`config.mk`:
```
export PLATFORM = sky130hd
export DESIGN_NAME = tlu_handshake_fsm
export DESIGN_NICKNAME = d
export VERILOG_FILES = /design/src/rtl/tlu_handshake_fsm.sv
export SDC_FILE = /design/constraint.sdc
export NUM_CORES = 1
export LEC_CHECK = 0
export CORE_MARGIN = 2
export CORE_UTILIZATION = 45
export DETAILED_ROUTE_END_ITERATION = 7
export DONT_BUFFER_PORTS = 1
export SLEW_MARGIN = 10
export SYNTH_ARGS = -nofsm -noshare
export SYNTH_HDL_FRONTEND = slang
export SYNTH_SLANG_ARGS = --single-unit
```
`constraint.sdc`:
```
create_clock -name CLK -period 2.4 [get_ports CLK]
set_input_delay 0.24 -clock CLK [delete_from_list [all_inputs] [get_ports CLK]]
set_output_delay 0.24 -clock CLK [all_outputs]
set_load 0.05 [all_outputs]
```
`src/rtl/tlu_handshake_fsm.sv`:
```
// TLU front-end controller: synchronises the TLU trigger line, accepts or
// vetoes triggers, and runs the BUSY / trigger-number handshake with the
// downstream serial-to-parallel stage.
//
// state            | meaning
// -----------------+-----------------------------------------------------
// IDLE             | waiting for a synchronised trigger rising edge
// WAIT_TRIGGER_LOW | trigger accepted, waiting for the TLU to drop it
// WAIT_DATA        | trigger-number readout requested, BUSY held high
// RELEASE          | BUSY forced low for one cycle before re-arming
module tlu_handshake_fsm #(
    parameter int TIMEOUT_WIDTH = 8
) (
    input  logic                     CLK,
    input  logic                     RESET_N,
    input  logic [1:0]               TLU_MODE,
    input  logic                     TLU_TRIGGER_ASYNC,
    input  logic                     TLU_VETO,
    input  logic [TIMEOUT_WIDTH-1:0] TLU_HANDSHAKE_TIMEOUT,
    input  logic                     TLU_DATA_RECEIVED_FLAG,
    output logic                     TLU_TRIGGER,
    output logic                     TLU_BUSY,
    output logic                     TLU_RECEIVE_DATA_FLAG,
    output logic                     TRIGGER_ACCEPTED_FLAG,
    output logic                     TIMEOUT_ERROR_FLAG,
    output logic [15:0]              TRIGGER_COUNTER,
    output logic [7:0]               LOST_TRIGGER_COUNTER
);

    typedef enum logic [1:0] {
        IDLE             = 2'd0,
        WAIT_TRIGGER_LOW = 2'd1,
        WAIT_DATA        = 2'd2,
        RELEASE          = 2'd3
    } state_t;

    state_t                   state_q;
    state_t                   state_nxt;
    logic [1:0]               mode_q;
    logic [1:0]               mode_nxt;
    logic [TIMEOUT_WIDTH-1:0] cnt_q;
    logic [TIMEOUT_WIDTH-1:0] cnt_nxt;
    logic                     trig_meta;
    logic                     trig_d;
    logic                     trig_rise;
    logic                     timeout_hit;
    logic                     busy_nxt;
    logic                     rx_nxt;
    logic                     acc_nxt;
    logic                     to_nxt;
    logic [15:0]              trig_cnt_nxt;
    logic [7:0]               lost_cnt_nxt;

    // Two-flop synchroniser on the raw trigger plus one delay flop for edge detection
    always_ff @(posedge CLK or negedge RESET_N) begin
        if (!RESET_N) begin
            trig_meta   <= 1'b0;
            TLU_TRIGGER <= 1'b0;
            trig_d      <= 1'b0;
        end else begin
            trig_meta   <= TLU_TRIGGER_ASYNC;
            TLU_TRIGGER <= trig_meta;
            trig_d      <= TLU_TRIGGER;
        end
    end

    assign trig_rise   = TLU_TRIGGER & ~trig_d;
    assign timeout_hit = (TLU_HANDSHAKE_TIMEOUT != '0) && (cnt_q == TLU_HANDSHAKE_TIMEOUT);

    // Next-state, next-output and counter logic; normal exits take priority over the timeout
    always_comb begin
        state_nxt    = state_q;
        mode_nxt     = mode_q;
        cnt_nxt      = cnt_q;
        busy_nxt     = TLU_BUSY;
        rx_nxt       = 1'b0;
        acc_nxt      = 1'b0;
        to_nxt       = 1'b0;
        trig_cnt_nxt = TRIGGER_COUNTER;
        lost_cnt_nxt = LOST_TRIGGER_COUNTER;
        case (state_q)
            IDLE: begin
                busy_nxt = 1'b0;
                if (trig_rise && (TLU_MODE != 2'd0)) begin
                    if (!TLU_VETO) begin
                        acc_nxt      = 1'b1;
                        trig_cnt_nxt = TRIGGER_COUNTER + 16'd1;
                        mode_nxt     = TLU_MODE;
                        busy_nxt     = TLU_MODE[1];
                        cnt_nxt      = '0;
                        state_nxt    = WAIT_TRIGGER_LOW;
                    end else if (LOST_TRIGGER_COUNTER != 8'hFF) begin
                        lost_cnt_nxt = LOST_TRIGGER_COUNTER + 8'd1;
                    end
                end
            end
            WAIT_TRIGGER_LOW: begin
                cnt_nxt = cnt_q + 1'b1;
                if (!TLU_TRIGGER) begin
                    if (mode_q == 2'd3) begin
                        rx_nxt    = 1'b1;
                        cnt_nxt   = '0;
                        state_nxt = WAIT_DATA;
                    end else begin
                        busy_nxt  = 1'b0;
                        state_nxt = RELEASE;
                    end
                end else if (timeout_hit && (mode_q != 2'd1)) begin
                    to_nxt    = 1'b1;
                    busy_nxt  = 1'b0;
                    state_nxt = RELEASE;
                end
            end
            WAIT_DATA: begin
                cnt_nxt = cnt_q + 1'b1;
                if (TLU_DATA_RECEIVED_FLAG) begin
                    busy_nxt  = 1'b0;
                    state_nxt = RELEASE;
                end else if (timeout_hit) begin
                    to_nxt    = 1'b1;
                    busy_nxt  = 1'b0;
                    state_nxt = RELEASE;
                end
            end
            RELEASE: begin
                busy_nxt  = 1'b0;
                state_nxt = IDLE;
            end
            default: begin
                busy_nxt  = 1'b0;
                state_nxt = IDLE;
            end
        endcase
    end

    // State, latched mode, timeout counter and all registered outputs
    always_ff @(posedge CLK or negedge RESET_N) begin
        if (!RESET_N) begin
            state_q               <= IDLE;
            mode_q                <= 2'd0;
            cnt_q                 <= '0;
            TLU_BUSY              <= 1'b0;
            TLU_RECEIVE_DATA_FLAG <= 1'b0;
            TRIGGER_ACCEPTED_FLAG <= 1'b0;
            TIMEOUT_ERROR_FLAG    <= 1'b0;
            TRIGGER_COUNTER       <= 16'd0;
            LOST_TRIGGER_COUNTER  <= 8'd0;
        end else begin
            state_q               <= state_nxt;
            mode_q                <= mode_nxt;
            cnt_q                 <= cnt_nxt;
            TLU_BUSY              <= busy_nxt;
            TLU_RECEIVE_DATA_FLAG <= rx_nxt;
            TRIGGER_ACCEPTED_FLAG <= acc_nxt;
            TIMEOUT_ERROR_FLAG    <= to_nxt;
            TRIGGER_COUNTER       <= trig_cnt_nxt;
            LOST_TRIGGER_COUNTER  <= lost_cnt_nxt;
        end
    end

endmodule

```
Yosys cells after proc, flatten, opt, wreduce, memory -nomap -nowiden
Index checks and enable logic that the tools add are counted.
- register bits: 43
- input port bits: 15
- output and inout port bits: 29
- $add $sub $neg: 3
- equality and inequality tests: 12
- muxes and demuxes: 32
- bitwise gates (word level): 3
- reductions and logical operators: 12
- operators by type and width (operator ; number):
    8-bit 2-to-1 mux ; 4
    8-bit case mux with 3 select lines ; 1
    1-bit 2-to-1 mux ; 18
    16-bit by 1-bit adder with 16-bit output, second input constant ; 1
    8-bit by 1-bit adder with 8-bit output, second input constant ; 2
    2-bit 2-to-1 mux ; 6
    3-bit inequality test, second input constant ; 3
    3-bit AND reduction ; 3
    8-bit equality test ; 1
    8-bit inequality test, second input constant ; 1
    2-bit case mux with 4 select lines ; 1
    4-bit AND reduction ; 2
    8-bit nonzero test ; 1
    2-bit equality test, second input constant ; 3
    2-bit inequality test, second input constant ; 2
    1-bit case mux with 4 select lines ; 1
    1-bit logical AND ; 3
    3-bit nonzero test ; 1
    2-bit by 1-bit equality test with 1-bit output, second input constant ; 1
    2-bit zero test ; 1
    2-bit by 1-bit inequality test with 1-bit output, second input constant ; 1
    1-bit inverter ; 2
    1-bit case mux with 2 select lines ; 1
    2-bit nonzero test ; 1
    1-bit AND ; 1

Longest topological paths before layout
Gate-level depths: netlist of run 1.
- word-level depth: 6
- gate-level depth with buffers: 8
- mapped depth without buffers: 7

Worst setup path before layout of run 1
OpenSTA, ideal clock, no wires.
- path type: register to register
- start: reg TLU_TRIGGER
- end: reg cnt_q[4]
- data arrival time: 2081 ps
- data required time: 2308 ps
- slack: 227 ps
- stages on the path, launching flop included: 8
- path buffers: 2
- path through: dfrtp_1 nor3b_4 a21boi_2 or2_1 buf_6 or3_4 buf_6 o31ai_2
- cells in the longest elaborated chain, start to end: 4
- elaborated cells between the ends (all ways): 6
- those cells by class: 1 x eq/ne; 2 x mux; 1 x bitwise; 2 x reduce/logical
- RTL lines (what ; line ; RTL):
    start, declared ; 21 ; output logic TLU_TRIGGER,
    start signal, assigned ; 62 ; TLU_TRIGGER <= trig_meta;
    1-bit AND ; 67 ; assign trig_rise = TLU_TRIGGER & ~trig_d;
    1-bit logical AND ; 84 ; if (trig_rise && (TLU_MODE != 2'd0)) begin
    2-bit inequality test (no source line) ; n/a ;
    3-bit AND reduction (no source line) ; n/a ;
    end signal, assigned ; 151 ; cnt_q <= cnt_nxt;
    end, declared ; 41 ; logic [TIMEOUT_WIDTH-1:0] cnt_q;
Several ways; a longest one is shown, not always the timed one.
A chain may end at the register's enable or synchronous reset.

Final worst setup path of run 1
- start: reg state_q[0]
- end: reg cnt_q[6]
- cells in the longest elaborated chain, start to end: 3
- elaborated cells between the ends (all ways): 8
- those cells by class: 4 x eq/ne; 1 x mux; 3 x reduce/logical
- RTL lines (what ; line ; RTL):
    start, declared ; 37 ; state_t state_q;
    start signal, assigned ; 149 ; state_q <= state_nxt;
    2-bit equality test, or another cell as far along ; 81 ; case (state_q)
    3-bit nonzero test (no source line) / 2-bit inequality test (equally long branches) ; n/a ;
    3-bit AND reduction (no source line) ; n/a ;
Several ways; a longest one is shown, not always the timed one.

==> results.py, run 1 <==
metrics = {
    "power": {
        "ir_drop_mv": 0.623,
        "p_int_w": 0.00144,
        "leakage_nw": 1.15,
        "p_switching_w": 0.000885,
        "p_comb_frac": 0.384,
        "power_density_nw_per_um2": 937,
        "swShare": 0.380,
        "seqPwrFrac": 0.388,
        "clockPowerShare": 0.228,
    },
    "timing": {
        "slew_viol_final": 0,
        "tns_ns": 0,
        "setup_viol": 0,
        "hold_viol_final": 0,
        "rsz0062_at_grt": "false",
        "timing.final.ws_setup_ns": 0.375,
        "worstMarginPinSlew_ns": 0.584,
        "clock_skew_ns": 0.0101,
        "final.period_utilization": 0.844,
        "fin_crit_ns": 2.03,
        "fmax_mhz": 494,
        "relSlewSlack": 0.611,
    },
    "cts": {
        "clkSinkCount": 43,
        "post-cts-setup-buffers": 0,
        "cts_buffer_depth": 2,
        "root_buffer": "clkbuf_8",
        "clkTransAtPathRegs_ns": 0.08,
        "htreeDepth": 2,
        "post_cts_resized": 0,
        "clk_latency_ns": 0.29,
        "cts_made_buffers": 5,
        "cts_tree": "yes",
    },
    "synthesis": {
        "synth_edf_count": 0,
        "ys.flop_type": "dfrtp_1",
        "synth_most_common_cell": "dfrtp_1",
        "synthTopCellsByCount": "dfrtp_1, xnor2_1, nand2_1",
        "syn_nets": 222,
        "synth_area_leaders": "dfrtp_1, xnor2_1, ha_1, xor2_1, nand4_1",
        "ys_ff_latch": 43,
        "async_flop_share": 1.00,
        "synth_top_area_share": 0.496,
        "netlist_instances": 199,
        "synth.avg_cell_area_um2": 10.9,
        "yosys_warnings": 0,
        "synth_cell_types": 44,
        "synth_top_cell_by_area": "dfrtp_1",
        "syn_area_um2": 2170,
        "seq_area_frac_synth": 0.496,
    },
    "finish": {
        "nets": 246,
        "fillCellCount": 413,
        "layoutNonFillerInstCount": 278,
        "syn_to_final_growth_pct": 14.5,
        "drive_above_1_share": 0.170,
    },
    "floorplanning": {
        "core-area_um2": 4690,
        "rows": 25,
        "die_x_um": 73.5,
        "start_util": 0.463,
        "dieArea_um2": 5400,
        "ios": 44,
        "die_h_um": 73.5,
    },
    "hold_path": {
        "hold_class": "input port to register",
    },
    "route": {
        "drc": 0,
        "drt_iter0_drc": 83,
        "firstDrtPassIters": 4,
        "vias": 1547,
        "totalWireLength_um": 4260,
        "wl_per_cell_um": 15.3,
        "ant_nets": 0,
        "viasPerCell": 5.56,
    },
    "placed_design": {
        "placement.io_buffers": 0,
        "dp_hpwl_um": 3160,
        "pre_cts_ws_ns": 0.384,
        "dpl.cell_count": 267,
        "routabilityCongestion": 0.903,
    },
    "setup_path": {
        "critPathCaptureType": "register",
        "worstSetupPathType": "register to register",
        "cp.required_ns": 2.59,
        "crit_fanout": 9,
        "cp-start-kind": "register",
        "cp.arrival_ns": 2.22,
    },
    "grt": {
        "grt_pass1_wl_um": 7230,
        "grtUsageTotal": 0.173,
        "grt_max_degree": 44,
        "grt_overflow": 0,
        "antenna_found_initial": 1,
        "grt_pass1_vias": 1602,
    },
    "run": {
        "maxCapViolations": 0,
    },
    "run_status": {
        "status": "completed",
    },
}
-- kinds of logic after synthesis --
| group | synth area share |
|---|---|
| flip-flops | 0.496 |
| XOR/XNOR | 0.117 |
| multiplexers | 0.0254 |
| adder cells (fa/ha/maj) | 0.0461 |
| buffers and inverters | 0.0259 |
| AO/OA/AOI/OAI | 0.104 |
| AND/OR/NAND/NOR | 0.186 |
-- power by group through the flow --
stage | sequential, W | combinational, W | clock (W)
final | 0.000903 | 0.000893 | 0.000531
after global routing | 0.000919 | 0.000974 | 0.000584
after CTS | 0.000904 | 0.000886 | 0.000546
after detailed placement | 0.000919 | 0.000857 | 0
after global placement | 0.000915 | 0.000821 | 0
after floorplan | 0.00109 | 0.000523 | 0
-- cells in the final DEF, fill, tap and decap left out, types with 8 or more instances in the layout --
| cell | netlist | layout |
|---|---|---|
| xnor2_1 | 19 | 19 |
| xor2_1 | 10 | 10 |
| inv_1 | 8 | 8 |
| nand2_1 | 14 | 14 |
| nor2_1 | 12 | 12 |
| nand3_1 | 8 | 8 |
| nand4_1 | 11 | 11 |
| ha_1 | 8 | 8 |
| buf_4 | 0 | 17 |
| dfrtp_1 | 43 | 43 |
| o21ai_0 | 11 | 11 |
-- final timing paths --
path	from	endpoint	slack, ns	cells past startpoint
max	state_q[0]	cnt_q[6]	0.37	6
min	TLU_MODE[1]	mode_q[1]	0.1	1
max reg2reg	state_q[0]	cnt_q[6]	0.37	6
min reg2reg	trig_meta	TLU_TRIGGER	0.35	0
max in group asynchronous	RESET_N	cnt_q[1]	1.79	2
min in group asynchronous	RESET_N	TRIGGER_COUNTER[5]	0.41	2
-- critical path, cell delays in order, from the launching register on --
cell	delay, ns
dfrtp_1	0.38
inv_1	0.12
ha_1	0.23
a21boi_2	0.18
or2_1	0.33
or3_4	0.46
o31ai_2	0.23
-- per-layer routing --
layer	vias to the layer above	GRT usage	share of wire
li1	754	-	-
met1	747	0.216	0.44
met2	40	0.282	0.49
met3	6	0.0576	0.052
met4	0	0.0586	0.012
met5	-	0	0
-- what timing repair did --
item,CTS,global route
setup endpoints to repair,0,0
endpoints found under the hold margin,44,0
hold buffers,3,0
-- per-stage QoR --
stage / power, W / hold WS (ns) / utilization / cell area [um2]
after floorplan: 0.00161 / -0.0556 / - / 2170
after global placement: 0.00174 / -0.0545 / 0.499 / 2340
after CTS: 0.00234 / 0.0907 / 0.529 / 2480
final: 0.00233 / 0.0962 / 0.530 / 2480
after detailed placement: 0.00178 / -0.0547 / 0.499 / 2340
after global routing: 0.00248 / 0.0838 / 0.530 / 2480
-- cell type report --
class / count / area (um2) / area share
Clock inverter: 1 / 30.0 / 0.0121
Tap cell: 54 / 67.6 / 0.0272
Multi-Input combinational cell: 145 / 1040 / 0.418
Clock buffer: 6 / 72.6 / 0.0292
Antenna cell: 1 / 2.50 / 0.00101
Sequential cell: 43 / 1080 / 0.433
Timing Repair Buffer: 20 / 168 / 0.0675
Inverter: 8 / 30.0 / 0.0121
-- sequential cells by signal, indices dropped and copies added (netlist names) --
| signal | flops |
|---|---|
| trig_meta | 1 |
| TRIGGER_ACCEPTED_FLAG | 1 |
| TLU_RECEIVE_DATA_FLAG | 1 |
| TRIGGER_COUNTER | 16 |
| cnt_q | 8 |
| TIMEOUT_ERROR_FLAG | 1 |
| LOST_TRIGGER_COUNTER | 8 |
| trig_d | 1 |
| state_q | 2 |
| TLU_TRIGGER | 1 |
| TLU_BUSY | 1 |
| mode_q | 2 |
Power figures use the tool's default switching activity.
==> run 2, diff against run 1 <==
Clock period 2.4 ns to 1.95 ns, I/O delays scaled along.
==> run 2 against run 1 <==
Net effect:
- power is 26% higher
- clock power is 15% higher
- setup slack got worse by 0.37 ns
- critical path depth shrank 1
- non-clock buffer count grew 11
- wire length increased by 12%
- sequential cell count unchanged
- clock-buffer cell count unchanged
==> results.py, run 2 (synthesized netlist as in run 1, its figures left out) <==
metrics = {
    "floorplanning": {
        "core-area_um2": 4690,
        "die_x_um": 73.5,
        "start_util": 0.463,
        "rows": 25,
        "ios": 44,
        "dieArea_um2": 5400,
        "die_h_um": 73.5,
    },
    "grt": {
        "grt_overflow": 0,
        "grt_pass1_wl_um": 7740,
        "grt_pass1_vias": 1646,
        "grt_max_degree": 44,
        "antenna_found_initial": 0,
        "grtUsageTotal": 0.186,
    },
    "run_status": {
        "status": "completed",
    },
    "finish": {
        "diodes": 0,
        "fin_area_um2": 2600,
        "drive_above_1_share": 0.243,
        "top_regs": "TRIGGER_COUNTER: 16 flops, LOST_TRIGGER_COUNTER: 8 flops, cnt_q: 8 flops",
        "max_flop_register": "TRIGGER_COUNTER",
        "syn_to_final_growth_pct": 19.6,
        "final_common_cell": "dfrtp_1",
        "final_cell_mix": "dfrtp_1, buf_4, xnor2_1",
        "nets": 257,
        "largest_register_ff_count": 16,
    },
    "timing": {
        "fmax_mhz": 513,
        "timing.final.ws_setup_ns": 0.000450,
        "worstMarginPinSlew_ns": 0.558,
        "clock_skew_ns": 0.00546,
        "fin_crit_ns": 1.95,
        "relSlewSlack": 0.628,
        "setup_viol": 0,
        "final.period_utilization": 1.00,
        "slew_viol_final": 0,
        "hold_viol_final": 0,
        "tns_ns": 0,
    },
    "route": {
        "viasPerCell": 5.73,
        "drt_iter0_drc": 101,
        "wl_per_cell_um": 16.5,
        "firstDrtPassIters": 4,
        "ant_nets": 0,
        "totalWireLength_um": 4760,
        "drc": 0,
        "vias": 1655,
    },
    "placed_design": {
        "dp_hpwl_um": 3390,
        "routabilityCongestion": 0.888,
        "pre_cts_ws_ns": 0.0409,
        "placedInstanceArea_um2": 2410,
        "placement.io_buffers": 0,
    },
    "cts": {
        "clkTransAtPathRegs_ns": 0.09,
        "cts_tree": "yes",
        "cts_made_buffers": 5,
        "clkSinkCount": 43,
        "clk_latency_ns": 0.30,
        "cts_buffer_depth": 2,
        "htreeDepth": 2,
        "root_buffer": "clkbuf_8",
    },
    "hold_path": {
        "hold_class": "input port to register",
    },
    "power": {
        "power_density_nw_per_um2": 1130,
        "ir_drop_mv": 0.712,
        "leakage_nw": 1.20,
        "p_total_w": 0.00294,
    },
    "run": {
        "maxCapViolations": 0,
    },
    "setup_path": {
        "cp.arrival_ns": 2.19,
        "cp.required_ns": 2.19,
        "critPathCaptureType": "register",
        "cp-start-kind": "register",
        "crit_fanout": 5,
        "worstSetupPathType": "register to register",
    },
}
## run 2: cell types whose count changed in the layout (fill, tap and decap cells not counted), sizes merged
cell      delta
buf         +11
clkinvlp     +1
bufinv       -1
clkinv       +1
diode        -1
## run 2: stage by stage
step | cells | hold slack (ns) | utilization
3_5_place_dp | 275 | -0.0995 | 0.513
5_1_grt | 289 | 0.0308 | 0.553
2_1_floorplan | 199 | -0.101 | -
3_3_place_gp | 275 | -0.0996 | 0.513
4_1_cts | 286 | 0.0386 | 0.543
6_report | 289 | 0.0406 | 0.553
## run 2: layout make-up
class / count / area, um2
well taps: 54 / 67.6
repair buffers: 31 / 250
fillers: 410 / 2100
clock buffers: 6 / 82.6
clock inverters: 2 / 16.3
multi-input cells: 145 / 1070
flip-flops and latches: 43 / 1080
inverters: 8 / 30.0
## run 2: metal layers
metal	GRT usage	share of wire	vias to the layer above	wire, um
li1	-	-	785	-
met1	0.225	0.42	802	2000
met2	0.318	0.51	59	2420
met3	0.0398	0.053	9	251
met4	0.0788	0.019	0	91
met5	0	0	-	0
## run 2: final timing paths
check | to | cells after the start | startpoint | slack (ns)
worst max register to register | state_q[0] | 5 | cnt_q[6] | 0.0005
worst max-delay path | state_q[0] | 5 | cnt_q[6] | 0.0005
worst min register to register | TLU_TRIGGER | 0 | trig_meta | 0.36
worst min-delay path | mode_q[1] | 1 | TLU_MODE[1] | 0.04
max in group asynchronous | TLU_TRIGGER | 2 | RESET_N | 1.37
min in group asynchronous | TRIGGER_COUNTER[6] | 2 | RESET_N | 0.36
## run 2: report_power, final
| part | switching [W] | total [W] | internal [W] |
|---|---|---|---|
| registers | 0.0000991 | 0.00111 | 0.00101 |
| logic | 0.000764 | 0.00122 | 0.000452 |
| clock network | 0.000324 | 0.000613 | 0.000289 |
| total | 0.00119 | 0.00294 | 0.00176 |
## run 2: worst max-delay path, stage by stage (launching register included)
cell	delay, ns
dfrtp_1	0.46
xor2_1	0.18
nor4_2	0.34
o2111ai_2	0.26
o311ai_0	0.43
o211a_1	0.21
## run 2: timing repair
item,in CTS,in global routing
endpoints found under the setup margin,0,18
gates resized for setup,0,6
hold buffers,3,0
setup buffers,0,3
hold endpoints to repair,44,0
==> run 3, diff against run 2 <==
Settings changed: CORE_UTILIZATION 45 to 35, GPL_TIMING_DRIVEN set to 0.
==> run 3 against run 2 <==
Net effect:
- final area down 3.1%
- die area up 27%
- non-clock buffer count fell by 22
- maximum frequency is 2.7% higher
- via count is 8.2% lower
- setup slack gained 0.052 ns
- utilization fell by 13 points
- clock power up 33%
- critical path depth is 1 lower
- cell count fell by 0.35%
- clock-buffer cell count did not move
- wire length fell by 10%
==> results.py, run 3 (synthesized netlist as in run 1, its figures left out) <==
metrics = {
    "finish": {
        "final_common_cell": "dfrtp_1",
        "syn_to_final_growth_pct": 15.9,
        "largest_register_ff_count": 16,
        "nets": 235,
        "diodes": 0,
        "top_regs": "TRIGGER_COUNTER: 16 flops, LOST_TRIGGER_COUNTER: 8 flops, cnt_q: 8 flops",
        "max_flop_register": "TRIGGER_COUNTER",
        "utilization": 0.422,
        "drive_above_1_share": 0.216,
        "final_cell_mix": "dfrtp_1, xnor2_1, nand2_1",
    },
    "floorplanning": {
        "dieArea_um2": 6850,
        "ios": 44,
        "die_h_um": 82.8,
        "rows": 28,
        "start_util": 0.364,
        "die_x_um": 82.8,
        "core-area_um2": 5960,
    },
    "grt": {
        "grt_max_degree": 44,
        "grt-busiest-layer": "met2",
        "grt_overflow": 0,
        "antenna_found_initial": 1,
        "met2_usage": 0.220,
        "gr-usage-met1": 0.154,
        "grt_pass1_vias": 1460,
        "met3_usage": 0.0446,
        "grtUsageTotal": 0.132,
        "grt_pass1_wl_um": 6780,
    },
    "route": {
        "ant_nets": 0,
        "wl_per_cell_um": 14.8,
        "vias": 1519,
        "totalWireLength_um": 4270,
        "firstDrtPassIters": 4,
        "viasPerCell": 5.27,
        "drc": 0,
        "drt_iter0_drc": 89,
    },
    "cts": {
        "clk_latency_ns": 0.30,
        "cts_made_buffers": 5,
        "cts_buffer_depth": 2,
        "cts_tree": "yes",
        "clkTransAtPathRegs_ns": 0.08,
        "root_buffer": "clkbuf_8",
        "htreeDepth": 2,
        "clkSinkCount": 43,
    },
    "placed_design": {
        "pre_cts_ws_ns": -0.250,
        "routabilityCongestion": 0.756,
        "dp_hpwl_um": 2940,
        "placement.io_buffers": 0,
    },
    "power": {
        "power_density_nw_per_um2": 1200,
        "p_int_w": 0.00190,
        "ir_drop_mv": 0.495,
        "swShare": 0.373,
        "clockPowerShare": 0.270,
        "leakage_nw": 1.10,
        "p_total_w": 0.00303,
        "seqPwrFrac": 0.450,
        "p_comb_frac": 0.280,
        "p_switching_w": 0.00113,
    },
    "timing": {
        "hold_viol_final": 0,
        "rsz0062_at_grt": "true",
        "setup_viol": 0,
        "fmax_mhz": 527,
        "fin_crit_ns": 1.90,
        "slew_viol_final": 0,
        "relSlewSlack": 0.594,
        "final.period_utilization": 0.973,
        "clock_skew_ns": 0.00476,
        "worstMarginPinSlew_ns": 0.609,
        "timing.final.ws_setup_ns": 0.0524,
        "tns_ns": 0,
    },
    "setup_path": {
        "critPathCaptureType": "register",
        "slowest_stage": "dfrtp_1",
        "slowest_delay_ns": 0.58,
        "critPathLaunch": "LOST_TRIGGER_COUNTER[1]",
        "r2r_start": "LOST_TRIGGER_COUNTER[1]",
        "crit_fanout": 8,
        "crit_chain": "ha_1 > and3_1 > a31oi_4 > mux2_2",
        "cp.required_ns": 2.13,
        "cp.arrival_ns": 2.08,
        "cp-start-kind": "register",
        "worstSetupPathType": "register to register",
    },
    "hold_path": {
        "hold_path.startpoint": "TLU_MODE[0]",
        "hold_class": "input port to register",
    },
    "run": {
        "maxCapViolations": 0,
    },
    "run_status": {
        "status": "completed",
    },
}
==> run 3: cell types whose count changed in the layout (fill, tap and decap cells not counted), sizes merged <==
cell	previous run	this run
bufinv	0	2
clkinv	1	0
buf	29	6
clkinvlp	1	0
clkbuf	6	7
==> run 3: per-layer routing <==
layer	wire, um	vias up
met3	251	11
li1	-	738
met5	13	-
met4	78	2
met1	1850	728
met2	2080	40
==> run 3: path summary, 6_finish.rpt <==
kind,endpoint,slack [ns],depth (start not counted)
hold reg to reg,TLU_TRIGGER,0.36,0
hold / removal,mode_q[0],0.04,1
setup reg to reg,LOST_TRIGGER_COUNTER[1],0.05,4
min in group asynchronous,TRIGGER_COUNTER[4],0.36,2
max in group asynchronous,TLU_TRIGGER,1.36,2
setup / recovery,LOST_TRIGGER_COUNTER[1],0.05,4
==> run 3: what timing repair did <==
action,4_1_cts,5_1_grt
buffers inserted,3,2
endpoints found under the hold margin,44,0
setup endpoints to repair,25,20
pin swaps,5,5
gates resized for setup,6,15
hold buffers,3,0
==> run 3: per-stage QoR <==
stage / cells / hold slack, ns / cell area [um2]
3_3_place_gp: 274 / -0.0994 / 2270
4_1_cts: 287 / 0.0374 / 2480
6_report: 288 / 0.0445 / 2510
5_1_grt: 288 / 0.0340 / 2510
3_5_place_dp: 274 / -0.0993 / 2270
2_1_floorplan: 199 / -0.101 / 2180
==> run 3: power groups by stage <==
stage	Combinational, W	Sequential (W)	Clock [W]
after detailed placement	0.000796	0.00138	0
after global routing	0.000958	0.00139	0.000874
after CTS	0.000840	0.00136	0.000841
after floorplan	0.000645	0.00134	0
after global placement	0.000784	0.00137	0
final	0.000849	0.00136	0.000818
==> run 3: area by class of cell <==
cell class / instances / area (um2)
Clock inverter: 2 / 60.1
Inverter: 8 / 30.0
Clock buffer: 6 / 72.6
Multi-Input combinational cell: 145 / 1080
Tap cell: 75 / 93.8
Fill cell: 562 / 3440
Buffer: 1 / 5.00
Sequential cell: 43 / 1090
Timing Repair Buffer: 8 / 77.6
==> run 3: critical path, delay by kind of cell (launching register included) <==
kind                     cells  cell delay (ns)
AO/OA/AOI/OAI                1             0.31
adder cells (fa/ha/maj)      1             0.32
flip-flops                   1             0.58
multiplexers                 1             0.37
AND/OR/NAND/NOR              1             0.21
